===== config.mk =====
export PLATFORM = sky130hd
export DESIGN_NAME = polara_loopback_scheduler
export DESIGN_NICKNAME = d
export VERILOG_FILES = /design/src/rtl/polara_loopback_pkg.sv /design/src/rtl/polara_loopback_hdr_fmt.sv /design/src/rtl/polara_loopback_scheduler.sv
export SDC_FILE = /design/constraint.sdc
export NUM_CORES = 1
export LEC_CHECK = 0
export ABC_CLOCK_PERIOD_IN_PS = 6500
export BUFFER_PORTS_ARGS = -buffer_cell sky130_fd_sc_hd__buf_2
export CAP_MARGIN = 20
export CORE_AREA = 5 5 173 175
export CTS_CLUSTER_DIAMETER = 80
export CTS_CLUSTER_SIZE = 30
export DETAILED_ROUTE_END_ITERATION = 8
export DIE_AREA = 0 0 178 180
export PLACE_DENSITY = 0.56
export SLEW_MARGIN = 20
export SYNTH_ARGS = -nofsm -noshare
export SYNTH_HDL_FRONTEND = slang
export SYNTH_SLANG_ARGS = --single-unit

===== constraint.sdc =====
create_clock -name chipset_clk -period 6.5 [get_ports chipset_clk]
set_clock_uncertainty 0.05 [all_clocks]
set_input_delay 0.65 -clock chipset_clk [delete_from_list [all_inputs] [get_ports chipset_clk]]
set_output_delay 0.65 -clock chipset_clk [all_outputs]
set_load 0.02 [all_outputs]

===== src/rtl/polara_loopback_pkg.sv =====
// Shared definitions for the Polara NoC loopback scheduler: header layout,
// channel encodings, FSM states and the saturating counter helper.
package polara_loopback_pkg;

    localparam int HDR_W       = 64;
    localparam int CHIPID_LSB  = 50;
    localparam int CHIPID_W    = 14;
    localparam int X_LSB       = 42;
    localparam int X_W         = 8;
    localparam int Y_LSB       = 34;
    localparam int Y_W         = 8;
    localparam int FBITS_LSB   = 30;
    localparam int FBITS_W     = 4;
    localparam int LEN_LSB     = 22;
    localparam int LEN_W       = 8;
    localparam int MSGTYPE_LSB = 14;
    localparam int MSGTYPE_W   = 8;
    localparam int MSHR_LSB    = 6;
    localparam int MSHR_W      = 8;
    localparam int RSVD_W      = 6;
    localparam int CNT_W       = 16;

    localparam logic [FBITS_W-1:0]   FBITS_VAL        = 4'b0010;
    localparam logic [MSGTYPE_W-1:0] MSG_TYPE_INV_FWD = 8'd18;

    localparam logic [1:0] CH_NOC1  = 2'b00;
    localparam logic [1:0] CH_NOC2  = 2'b01;
    localparam logic [1:0] CH_NOC3  = 2'b10;
    localparam logic [1:0] CH_MARCH = 2'b11;

    typedef enum logic [2:0] {
        ST_IDLE = 3'd0,
        ST_SEND = 3'd1,
        ST_WAIT = 3'd2,
        ST_ADV  = 3'd3,
        ST_DONE = 3'd4
    } state_e;

    // Adds a small event count to a bring-up counter, pinning at all-ones.
    function automatic logic [CNT_W-1:0] sat_inc(input logic [CNT_W-1:0] cnt,
                                                 input logic [2:0]       amt);
        logic [CNT_W:0] sum;
        sum = {1'b0, cnt} + {14'd0, amt};
        if (sum[CNT_W]) begin
            sat_inc = 16'hFFFF;
        end else begin
            sat_inc = sum[CNT_W-1:0];
        end
    endfunction

endpackage


===== src/rtl/polara_loopback_hdr_fmt.sv =====
// Combinational builder for the single-flit loopback header; one instance
// serves both the transmitted flit and the expected returned flit.
module polara_loopback_hdr_fmt
    import polara_loopback_pkg::*;
(
    input  logic [MSHR_W-1:0]    i_pkt_idx,
    input  logic [CHIPID_W-1:0]  i_chipid,
    input  logic [MSGTYPE_W-1:0] i_msg_type,
    output logic [HDR_W-1:0]     o_hdr
);

    // Pack the header fields; X, Y, LEN and reserved bits stay zero.
    always_comb begin
        o_hdr                              = 64'd0;
        o_hdr[CHIPID_LSB  +: CHIPID_W]     = i_chipid;
        o_hdr[X_LSB       +: X_W]          = 8'd0;
        o_hdr[Y_LSB       +: Y_W]          = 8'd0;
        o_hdr[FBITS_LSB   +: FBITS_W]      = FBITS_VAL;
        o_hdr[LEN_LSB     +: LEN_W]        = 8'd0;
        o_hdr[MSGTYPE_LSB +: MSGTYPE_W]    = i_msg_type;
        o_hdr[MSHR_LSB    +: MSHR_W]       = i_pkt_idx;
        o_hdr[RSVD_W-1:0]                  = 6'd0;
    end

endmodule


===== src/rtl/polara_loopback_scheduler.sv =====
// Loopback traffic sequencer between the chipset and the Polara NoC ports:
// sends header flits on one channel (or marches 1->2->3) and checks echoes.
module polara_loopback_scheduler
    import polara_loopback_pkg::*;
#(
    parameter int unsigned         PKTS_PER_CH    = 16,
    parameter int unsigned         TIMEOUT_CYCLES = 4096,
    parameter logic [CHIPID_W-1:0] CHIPID         = 14'h2000,
    parameter logic [7:0]          MSG_TYPE       = MSG_TYPE_INV_FWD
) (
    input  logic              chipset_clk,
    input  logic              chipset_rst,
    input  logic              start,
    input  logic [1:0]        sw_channel,
    output logic [HDR_W-1:0]  chipset_intf_data_noc1,
    output logic [HDR_W-1:0]  chipset_intf_data_noc2,
    output logic [HDR_W-1:0]  chipset_intf_data_noc3,
    output logic              chipset_intf_val_noc1,
    output logic              chipset_intf_val_noc2,
    output logic              chipset_intf_val_noc3,
    input  logic              chipset_intf_rdy_noc1,
    input  logic              chipset_intf_rdy_noc2,
    input  logic              chipset_intf_rdy_noc3,
    input  logic [HDR_W-1:0]  intf_chipset_data_noc1,
    input  logic [HDR_W-1:0]  intf_chipset_data_noc2,
    input  logic [HDR_W-1:0]  intf_chipset_data_noc3,
    input  logic              intf_chipset_val_noc1,
    input  logic              intf_chipset_val_noc2,
    input  logic              intf_chipset_val_noc3,
    output logic              intf_chipset_rdy_noc1,
    output logic              intf_chipset_rdy_noc2,
    output logic              intf_chipset_rdy_noc3,
    output logic              busy,
    output logic              done,
    output logic              pass,
    output logic              timeout_seen,
    output logic [CNT_W-1:0]  sent_count,
    output logic [CNT_W-1:0]  recv_count,
    output logic [CNT_W-1:0]  err_count
);

    localparam logic [CNT_W-1:0] PKT_LAST = CNT_W'(PKTS_PER_CH - 1);
    localparam logic [31:0]      TMO_LAST = 32'(TIMEOUT_CYCLES - 1);

    state_e           r_state;
    logic [1:0]       r_ch;
    logic             r_march;
    logic [CNT_W-1:0] r_pkt_idx;
    logic [31:0]      r_timer;
    logic [2:0]       r_tx_val;
    logic [HDR_W-1:0] r_tx_data [3];
    logic             r_sink_rdy;
    logic [CNT_W-1:0] r_sent;
    logic [CNT_W-1:0] r_recv;
    logic [CNT_W-1:0] r_err;
    logic             r_busy;
    logic             r_done;
    logic             r_pass;
    logic             r_timeout;

    state_e           w_state_nxt;
    logic [1:0]       w_ch_nxt;
    logic             w_march_nxt;
    logic [CNT_W-1:0] w_idx_nxt;
    logic [31:0]      w_timer_nxt;
    logic             w_start_acc;
    logic             w_accept;
    logic             w_ch_hit;
    logic             w_match;
    logic             w_timeout;
    logic [HDR_W-1:0] w_hdr;
    logic             w_sel_tx_rdy;
    logic             w_sel_rx_val;
    logic [HDR_W-1:0] w_sel_rx_data;
    logic [2:0]       w_sel_mask;
    logic [2:0]       w_rx_vld;
    logic [2:0]       w_stray_vec;
    logic [2:0]       w_stray_cnt;
    logic [2:0]       w_err_amt;
    logic [2:0]       w_load_mask;
    logic [CNT_W-1:0] w_sent_nxt;
    logic [CNT_W-1:0] w_recv_nxt;
    logic [CNT_W-1:0] w_err_nxt;

    // WAIT keeps pkt_idx unchanged, so the next index feeds both the flit
    // being loaded for SEND and the value the echo is compared against.
    polara_loopback_hdr_fmt u_hdr_fmt (
        .i_pkt_idx  (w_idx_nxt[MSHR_W-1:0]),
        .i_chipid   (CHIPID),
        .i_msg_type (MSG_TYPE),
        .o_hdr      (w_hdr)
    );

    assign w_rx_vld = {intf_chipset_val_noc3, intf_chipset_val_noc2, intf_chipset_val_noc1}
                      & {3{r_sink_rdy}};

    // Select the ready, return valid and return data of the active channel.
    always_comb begin
        w_sel_tx_rdy  = 1'b0;
        w_sel_rx_val  = 1'b0;
        w_sel_rx_data = 64'd0;
        w_sel_mask    = 3'b000;
        case (r_ch)
            CH_NOC1: begin
                w_sel_tx_rdy  = chipset_intf_rdy_noc1;
                w_sel_rx_val  = w_rx_vld[0];
                w_sel_rx_data = intf_chipset_data_noc1;
                w_sel_mask    = 3'b001;
            end
            CH_NOC2: begin
                w_sel_tx_rdy  = chipset_intf_rdy_noc2;
                w_sel_rx_val  = w_rx_vld[1];
                w_sel_rx_data = intf_chipset_data_noc2;
                w_sel_mask    = 3'b010;
            end
            CH_NOC3: begin
                w_sel_tx_rdy  = chipset_intf_rdy_noc3;
                w_sel_rx_val  = w_rx_vld[2];
                w_sel_rx_data = intf_chipset_data_noc3;
                w_sel_mask    = 3'b100;
            end
            default: begin
                w_sel_tx_rdy  = 1'b0;
                w_sel_rx_val  = 1'b0;
                w_sel_rx_data = 64'd0;
                w_sel_mask    = 3'b000;
            end
        endcase
    end

    // Next-state logic and per-cycle event decode.
    always_comb begin
        w_state_nxt = r_state;
        w_ch_nxt    = r_ch;
        w_march_nxt = r_march;
        w_idx_nxt   = r_pkt_idx;
        w_timer_nxt = r_timer;
        w_start_acc = 1'b0;
        w_accept    = 1'b0;
        w_ch_hit    = 1'b0;
        w_match     = 1'b0;
        w_timeout   = 1'b0;
        case (r_state)
            ST_IDLE, ST_DONE: begin
                if (start) begin
                    w_start_acc = 1'b1;
                    w_march_nxt = (sw_channel == CH_MARCH);
                    w_ch_nxt    = (sw_channel == CH_MARCH) ? CH_NOC1 : sw_channel;
                    w_idx_nxt   = 16'd0;
                    w_state_nxt = ST_SEND;
                end else begin
                    w_state_nxt = r_state;
                end
            end
            ST_SEND: begin
                if (w_sel_tx_rdy) begin
                    w_accept    = 1'b1;
                    w_timer_nxt = 32'd0;
                    w_state_nxt = ST_WAIT;
                end else begin
                    w_state_nxt = ST_SEND;
                end
            end
            ST_WAIT: begin
                w_timer_nxt = r_timer + 32'd1;
                if (w_sel_rx_val) begin
                    w_ch_hit    = 1'b1;
                    w_match     = (w_sel_rx_data == w_hdr);
                    w_state_nxt = ST_ADV;
                end else if (r_timer == TMO_LAST) begin
                    w_timeout   = 1'b1;
                    w_state_nxt = ST_ADV;
                end else begin
                    w_state_nxt = ST_WAIT;
                end
            end
            ST_ADV: begin
                if (r_pkt_idx == PKT_LAST) begin
                    if (r_march && (r_ch != CH_NOC3)) begin
                        w_ch_nxt    = r_ch + 2'd1;
                        w_idx_nxt   = 16'd0;
                        w_state_nxt = ST_SEND;
                    end else begin
                        w_state_nxt = ST_DONE;
                    end
                end else begin
                    w_idx_nxt   = r_pkt_idx + 16'd1;
                    w_state_nxt = ST_SEND;
                end
            end
            default: begin
                w_state_nxt = ST_IDLE;
            end
        endcase
    end

    // Counter updates: a new run restarts from zero, errors sum all sources.
    always_comb begin
        w_stray_vec = w_rx_vld & ~((r_state == ST_WAIT) ? w_sel_mask : 3'b000);
        w_stray_cnt = {2'b00, w_stray_vec[0]} + {2'b00, w_stray_vec[1]} + {2'b00, w_stray_vec[2]};
        w_err_amt   = w_stray_cnt + {2'b00, w_ch_hit & ~w_match} + {2'b00, w_timeout};
        w_sent_nxt  = sat_inc(w_start_acc ? 16'd0 : r_sent, {2'b00, w_accept});
        w_recv_nxt  = sat_inc(w_start_acc ? 16'd0 : r_recv, {2'b00, w_ch_hit & w_match});
        w_err_nxt   = sat_inc(w_start_acc ? 16'd0 : r_err, w_err_amt);
    end

    // One-hot of the channel that drives a flit in the next cycle.
    always_comb begin
        w_load_mask = 3'b000;
        if (w_state_nxt == ST_SEND) begin
            case (w_ch_nxt)
                CH_NOC1: w_load_mask = 3'b001;
                CH_NOC2: w_load_mask = 3'b010;
                CH_NOC3: w_load_mask = 3'b100;
                default: w_load_mask = 3'b000;
            endcase
        end else begin
            w_load_mask = 3'b000;
        end
    end

    // State, counters and registered outputs.
    always_ff @(posedge chipset_clk) begin
        if (chipset_rst) begin
            r_state    <= ST_IDLE;
            r_ch       <= CH_NOC1;
            r_march    <= 1'b0;
            r_pkt_idx  <= 16'd0;
            r_timer    <= 32'd0;
            r_tx_val   <= 3'b000;
            for (int c = 0; c < 3; c++) begin
                r_tx_data[c] <= 64'd0;
            end
            r_sink_rdy <= 1'b0;
            r_sent     <= 16'd0;
            r_recv     <= 16'd0;
            r_err      <= 16'd0;
            r_busy     <= 1'b0;
            r_done     <= 1'b0;
            r_pass     <= 1'b0;
            r_timeout  <= 1'b0;
        end else begin
            r_state    <= w_state_nxt;
            r_ch       <= w_ch_nxt;
            r_march    <= w_march_nxt;
            r_pkt_idx  <= w_idx_nxt;
            r_timer    <= w_timer_nxt;
            r_tx_val   <= w_load_mask;
            for (int c = 0; c < 3; c++) begin
                if (w_load_mask[c]) begin
                    r_tx_data[c] <= w_hdr;
                end
            end
            r_sink_rdy <= 1'b1;
            r_sent     <= w_sent_nxt;
            r_recv     <= w_recv_nxt;
            r_err      <= w_err_nxt;
            r_busy     <= (w_state_nxt == ST_SEND) || (w_state_nxt == ST_WAIT) || (w_state_nxt == ST_ADV);
            r_done     <= (w_state_nxt == ST_DONE);
            r_pass     <= (w_state_nxt == ST_DONE) && (w_err_nxt == 16'd0) && (w_recv_nxt == w_sent_nxt);
            r_timeout  <= w_start_acc ? 1'b0 : (r_timeout | w_timeout);
        end
    end

    assign chipset_intf_val_noc1  = r_tx_val[0];
    assign chipset_intf_val_noc2  = r_tx_val[1];
    assign chipset_intf_val_noc3  = r_tx_val[2];
    assign chipset_intf_data_noc1 = r_tx_data[0];
    assign chipset_intf_data_noc2 = r_tx_data[1];
    assign chipset_intf_data_noc3 = r_tx_data[2];
    assign intf_chipset_rdy_noc1  = r_sink_rdy;
    assign intf_chipset_rdy_noc2  = r_sink_rdy;
    assign intf_chipset_rdy_noc3  = r_sink_rdy;
    assign busy                   = r_busy;
    assign done                   = r_done;
    assign pass                   = r_pass;
    assign timeout_seen           = r_timeout;
    assign sent_count             = r_sent;
    assign recv_count             = r_recv;
    assign err_count              = r_err;

endmodule


==> results of run 1 <==
[worst max-delay path by stage]
stage	startpoint	depth (start not counted)	slack [ns]	end
2_1_floorplan	intf_chipset_data_noc3[26]	19	1.13	pass
3_3_place_gp	intf_chipset_data_noc3[26]	20	0.38	pass
3_5_place_dp	intf_chipset_data_noc3[26]	19	0.23	pass
4_1_cts	r_ch[0]	20	0.25	pass
5_1_grt	r_ch[0]	21	0.007	pass
6_report	r_ch[0]	21	0.54	pass
[through the flow]
stage | instances | cell area, um^2
global route | 1791 | 11000
detailed placement | 1758 | 10400
global placement | 1758 | 10400
finish | 1792 | 11000
CTS | 1790 | 10900
floorplan | 1269 | 9700
[power by group through the flow]
stage / clock (uW) / sequential, uW / combinational (uW)
after floorplan: 0 / 942 / 295
after global placement: 0 / 922 / 380
after detailed placement: 0 / 923 / 380
after CTS: 964 / 904 / 382
after global routing: 999 / 906 / 418
final: 939 / 903 / 385
[routing by layer]
layer	vias to the layer above	wire, um
met5	-	69
met2	361	14600
met3	35	2670
met1	4109	13900
li1	4283	-
met4	8	270
[cells by family after synthesis]
family	after synthesis
fa+ha+maj	18
flops	137
compound gates	201
other cells	1
mux	14
xor+xnor	42
buf+inv	236
simple gates	465
[layout make-up]
class	count	area, um^2	area share [%]
clock buffers	17	425	3.88
diodes	2	5.00	0.0457
flip-flops and latches	137	3010	27.5
clock inverters	15	138	1.26
inverters	24	90.1	0.822
well taps	384	480	4.38
multi-input cells	896	5170	47.2
repair buffers	317	1640	15.0
[worst reg2reg max path: cells and delay by family, from the launching register on]
kind / cells / cell delay (ns)
AND/OR/NAND/NOR: 7 / 1.32
adder cells (fa/ha/maj): 4 / 1.56
multiplexers: 1 / 0.26
AO/OA/AOI/OAI: 7 / 1.97
buffers and inverters: 2 / 0.40
flip-flops: 1 / 0.34
[cell usage in the layout, fill, tap and decap left out, drive strengths merged, types with 8 or more instances in the layout]
master / Yosys / layout
edfxtp: 27 / 27
nor3: 33 / 33
or3: 24 / 24
xnor2: 14 / 14
mux2: 9 / 9
or2: 8 / 8
and3: 16 / 16
xor2: 28 / 28
nand3: 50 / 50
conb: 1 / 156
inv: 24 / 32
clkbuf: 29 / 17
nor2: 117 / 117
o211ai: 17 / 17
a31oi: 9 / 9
nand2: 80 / 80
and4: 12 / 12
nor4: 49 / 49
ha: 15 / 15
dfxtp: 110 / 110
nand4: 29 / 29
o21a: 16 / 16
buf: 183 / 317
a222oi: 9 / 9
and2: 17 / 17
a21oi: 69 / 69
o21ai: 27 / 27
[registers in the layout, summed over array words and instances, names as in the netlist, 3 cells and up]
| signal | cells |
|---|---|
| err_count | 16 |
| r_state | 3 |
| r_timer | 32 |
| r_tx_val | 3 |
| recv_count | 16 |
| sent_count | 16 |
| r_tx_data | 27 |
| r_pkt_idx | 16 |
[synth_stat cells, drive strengths merged (6+ instances only)]
cell type	count
nand4	29
nor4	49
inv	24
a21oi	69
nor3	33
xnor2	14
or3	24
a22oi	6
or2	8
nand2	80
mux2	9
and2	17
a222oi	9
nand3	50
xor2	28
o211ai	17
a31oi	9
clkbuf	29
o21a	16
dfxtp	110
and4	12
a221oi	6
ha	15
nor2	117
nor3b	7
buf	183
o21ai	27
edfxtp	27
and3	16
[repair_timing]
action	in CTS	in global routing
hold endpoints to repair	0	0
setup buffers	0	0
resized for setup	0	5
endpoints found under the setup margin	0	2
==> flow_summary.ini, run 1 <==
[outcome]
status = completed

[die]
die_h_um = 180
die_area_mm2 = 0.0320
boundaryPins = 453
core_mm2 = 0.0283
die-width_um = 178
initial_core_util_pct = 32.2
rows = 62

[critical_path]
r2r_start = r_ch[0]
crit_path_frequent_cell = fa_1
path_class = reg2reg
critical_path.max_fanout = 13
max_stage_delay_ns = 0.53
worstPathRequired_ns = 6.81
path_cells = inv_1, ha_2, buf_4, a222oi_1, nor3b_1, and2_1, nand4_1, a2111o_1, a2111oi_2, nor2b_1, fa_1, ha_1, fa_1, a21oi_1, nand2_1, mux2_2, o21ai_0, o211ai_1, a2111oi_0, and4_1, and4b_1
critPathBufInv = 2
crit_path_start_kind = flop
r2r_setup_slack_ns = 0.54
cp-end-kind = flop
worst_path_max_delay_cell = a2111oi_2
reg2reg_depth = 21
arrival_ns = 6.27
cpLargestDelayFamily = compound AO/OA/AOI/OAI gates
worstReg2RegEnd = pass

[layout]
final_nets = 1614
drive_gt1_share_pct = 27.7
syn_to_final_growth_pct = 20.2
fillers = 2979
final_util_pct = 38.7

[sta]
fin_crit_sh_pct = 91.7
rsz0062_at_grt = no
whs_ns = 0.407
setup_viol = 0
hold_viol = 0
setup_slack_ns = 0.543
fin_setup_tns_ns = 0
fmax_mhz = 168
maxSlewHeadroom_pct = 28.5
finalMaxSlewViolations = 0
post-route-min-period_ns = 5.96
tightest_slew_ns = 1.07

[clocking]
clockBufferDepth = 2
cts_tree = built
clkTransAtPathRegs_ns = 0.06
numClockSinks = 137
h-tree-depth = 4
cts_buffers = 17
clk_latency_ns = 0.43
ctsHoldBuffers = 0
clk_root_buffer_cell = clkbuf_16

[synth]
synth_flop_cell = dfxtp_1
synth_compound_area_share_pct = 14.8
ys_ff_latch = 137
synth.avg_cell_area_um2 = 8.19
synth_xor_area_share_pct = 4.03
async_flop_share_pct = 0
synthSimpleGateAreaFrac_pct = 26.8
synthAdderAreaFrac_pct = 2.72
synth_top_cell_by_area = dfxtp_1
synth_top_family_by_area = simple AND/OR/NAND/NOR gates
synth-edff-count = 27
synthTopCellsByArea = dfxtp_1 24%, buf_4 14%, edfxtp_1 8.9%, nor2_1 4.8%, a21oi_1 3.7%
synthMuxAreaShare_pct = 1.70
netlist.area_leader.share_pct = 24.1
yosysWarnings = 0
yosysUniqueCellTypes = 78
synth_cells = 1114
synth_area_mm2 = 0.00912
seq_area_frac_synth_pct = 33.0

[placed_design]
hpwl_mm = 25.2
post-place-ws_ns = 0.233
portBuffers = 296
gp_congestion = 0.909

[grt]
met1_usage_pct = 25.1
antenna_found_initial = 7
gr-usage-met3_pct = 5.15
grt_max_degree = 58
grt_pass1_wl_mm = 46.4
grt_util_all_layers_pct = 18.4
grt-ovfl-total = 0
met2_usage_pct = 29.5
busiest_layer = met2
grt_pass1_vias = 8093

[pwr]
p_total_uw = 2230
static-leakage-power_uw = 0.00480
comb_power_share_pct = 17.3
intPower_uw = 1530
p_sw_share_pct = 31.1
ir_worst_vdd_mv = 0.177
power_frac_seq_pct = 40.6
p_clk_share_pct = 42.1
p_per_area_mw_per_mm2 = 203
switching_power_uw = 692

[drt]
routed_wl_mm = 31.5
avgViaCountPerCell = 4.91
drc = 0
ant_nets = 0
wl_per_cell_um = 17.6
drt_iter0_markers = 734
vias = 8796
first_pass_iters = 7

[hold_path]
min_to = r_march
hold_class = reg2reg
min_from = r_march
hold_depth = 2

[flow_run]
drv_cap = 0
No activity file was read; power rests on OpenSTA's default activity.
==> run 2: changes to the inputs <==
--- a/config.mk
+++ b/config.mk
@@ -14,6 +14,7 @@
 export DETAILED_ROUTE_END_ITERATION = 8
 export DIE_AREA = 0 0 178 180
 export PLACE_DENSITY = 0.56
+export RECOVER_POWER = 50
 export SLEW_MARGIN = 20
 export SYNTH_ARGS = -nofsm -noshare
 export SYNTH_HDL_FRONTEND = slang
==> flow_summary.ini, run 2 (synthesis results as in run 1) <==
[clocking]
cts_tree = built
h-tree-depth = 4
ctsHoldBuffers = 0
clk_latency_ns = 0.43
clk_root_buffer_cell = clkbuf_16
numClockSinks = 137
clkTransAtPathRegs_ns = 0.06
cts_buffers = 17
clockBufferDepth = 2

[outcome]
violations = max-capacitance violations, max-slew violations
status = finished with violations

[grt]
grt_max_degree = 58
grt-ovfl-total = 0
grt_util_all_layers_pct = 18.4
grt_pass1_wl_mm = 46.4
antenna_found_initial = 7
grt_pass1_vias = 8093

[pwr]
p_per_area_mw_per_mm2 = 205
static-leakage-power_uw = 0.00442
ir_worst_vdd_mv = 0.177

[critical_path]
path_class = reg2reg
worstPathRequired_ns = 6.81
arrival_ns = 6.29
critical_path.max_fanout = 12
crit_path_start_kind = flop
cp-end-kind = flop

[sta]
rsz0062_at_grt = no
setup_viol = 0
maxSlewHeadroom_pct = -80.2
post-route-min-period_ns = 5.98
tightest_slew_ns = 2.70
setup_slack_ns = 0.525
hold_viol = 0
fin_crit_sh_pct = 91.9
fmax_mhz = 167
finalMaxSlewViolations = 100
fin_setup_tns_ns = 0

[drt]
drc = 0
wl_met2_mm = 14.6
routed_wl_mm = 31.6
drt_iter0_markers = 619
wl_met3_mm = 2.64
ant_nets = 0
first_pass_iters = 5
avgViaCountPerCell = 4.92
wl_per_cell_um = 17.6
topRoutingLayerUsed = met5
vias = 8824
wl_met1_mm = 14.0

[layout]
largest_reg_flops = 32
syn_to_final_growth_pct = 18.8
drive_gt1_share_pct = 20.8
fillers = 3018
top_register = r_timer
final_nets = 1614
final_common_cell = buf_2
reg.largest.list = r_timer: 32 flops, r_tx_data: 27 flops
layout_common_cells = 202 x buf_2, 156 x conb_1, 116 x nor2_1

[die]
die-width_um = 178
die_area_mm2 = 0.0320
die_h_um = 180
core_mm2 = 0.0283
rows = 62
initial_core_util_pct = 32.2
boundaryPins = 453

[placed_design]
post-place-ws_ns = 0.233
portBuffers = 296
gp_congestion = 0.909
hpwl_mm = 25.2

[hold_path]
hold_class = reg2reg

[flow_run]
drv_cap = 2
==> run 2: changes by cell type in the layout (fill, tap and decap cells not counted) <==
cell / before / now
o21ai_1: 1 / 0
buf_4: 21 / 18
clkbuf_1: 0 / 97
o21ai_0: 26 / 27
buf_2: 296 / 202
==> run 2: area by class of cell <==
cell class	instances	area [um^2]	share of cell area (%)
Clock inverter	15	138	1.27
Inverter	24	90.1	0.832
Multi-Input combinational cell	896	5170	47.7
Timing Repair Buffer	317	1510	13.9
Sequential cell	137	3010	27.8
Tap cell	384	480	4.44
Antenna cell	2	5.00	0.0462
Clock buffer	17	425	3.93
==> run 2: stage by stage <==
step	hold slack, ns	std cells	instance area, um^2	utilization [%]	total power (uW)
floorplan	0.377	1269	9700	-	1240
global placement	0.386	1758	10400	36.6	1300
detailed placement	0.397	1758	10400	36.6	1300
CTS	0.407	1790	10900	38.6	2250
global route	0.455	1791	10800	38.2	2320
finish	0.407	1792	10800	38.3	2220
==> run 2: where the power goes <==
part           switching (uW)  internal, uW
registers                14.8           889
clock network             407           533
logic                     273           104
==> run 2: path summary, 6_finish.rpt <==
path / start / endpoint / slack (ns) / depth (start not counted)
max: r_ch[0] / pass / 0.52 / 21
min: r_march / r_march / 0.41 / 2
max reg2reg: r_ch[0] / pass / 0.52 / 21
min reg2reg: r_march / r_march / 0.41 / 2
==> run 2: routing by layer <==
metal / vias up / track usage [%]
met5: - / 0
met4: 8 / 3.28
met3: 33 / 5.15
met2: 373 / 29.5
met1: 4131 / 25.1
li1: 4279 / -
==> run 2: worst max-delay path, stage by stage (launching register included) <==
cell	delay, ns
dfxtp_1	0.34
inv_1	0.15
ha_2	0.37
nor2b_2	0.12
nor3_1	0.30
a21oi_2	0.16
mux2i_2	0.28
xnor2_1	0.11
or4_1	0.50
a2111oi_2	0.51
nor2b_1	0.15
fa_1	0.50
ha_1	0.25
fa_1	0.44
a21oi_1	0.22
nand2_1	0.07
mux2_2	0.26
o21ai_0	0.16
o211ai_1	0.15
a2111oi_0	0.38
and4_1	0.25
and4b_1	0.18
==> run 2: timing repair <==
item / 4_1_cts / 5_1_grt
hold endpoints to repair: 0 / 0
setup endpoints to repair: 0 / 2
resized for setup: 0 / 5
buffers inserted: 0 / 0
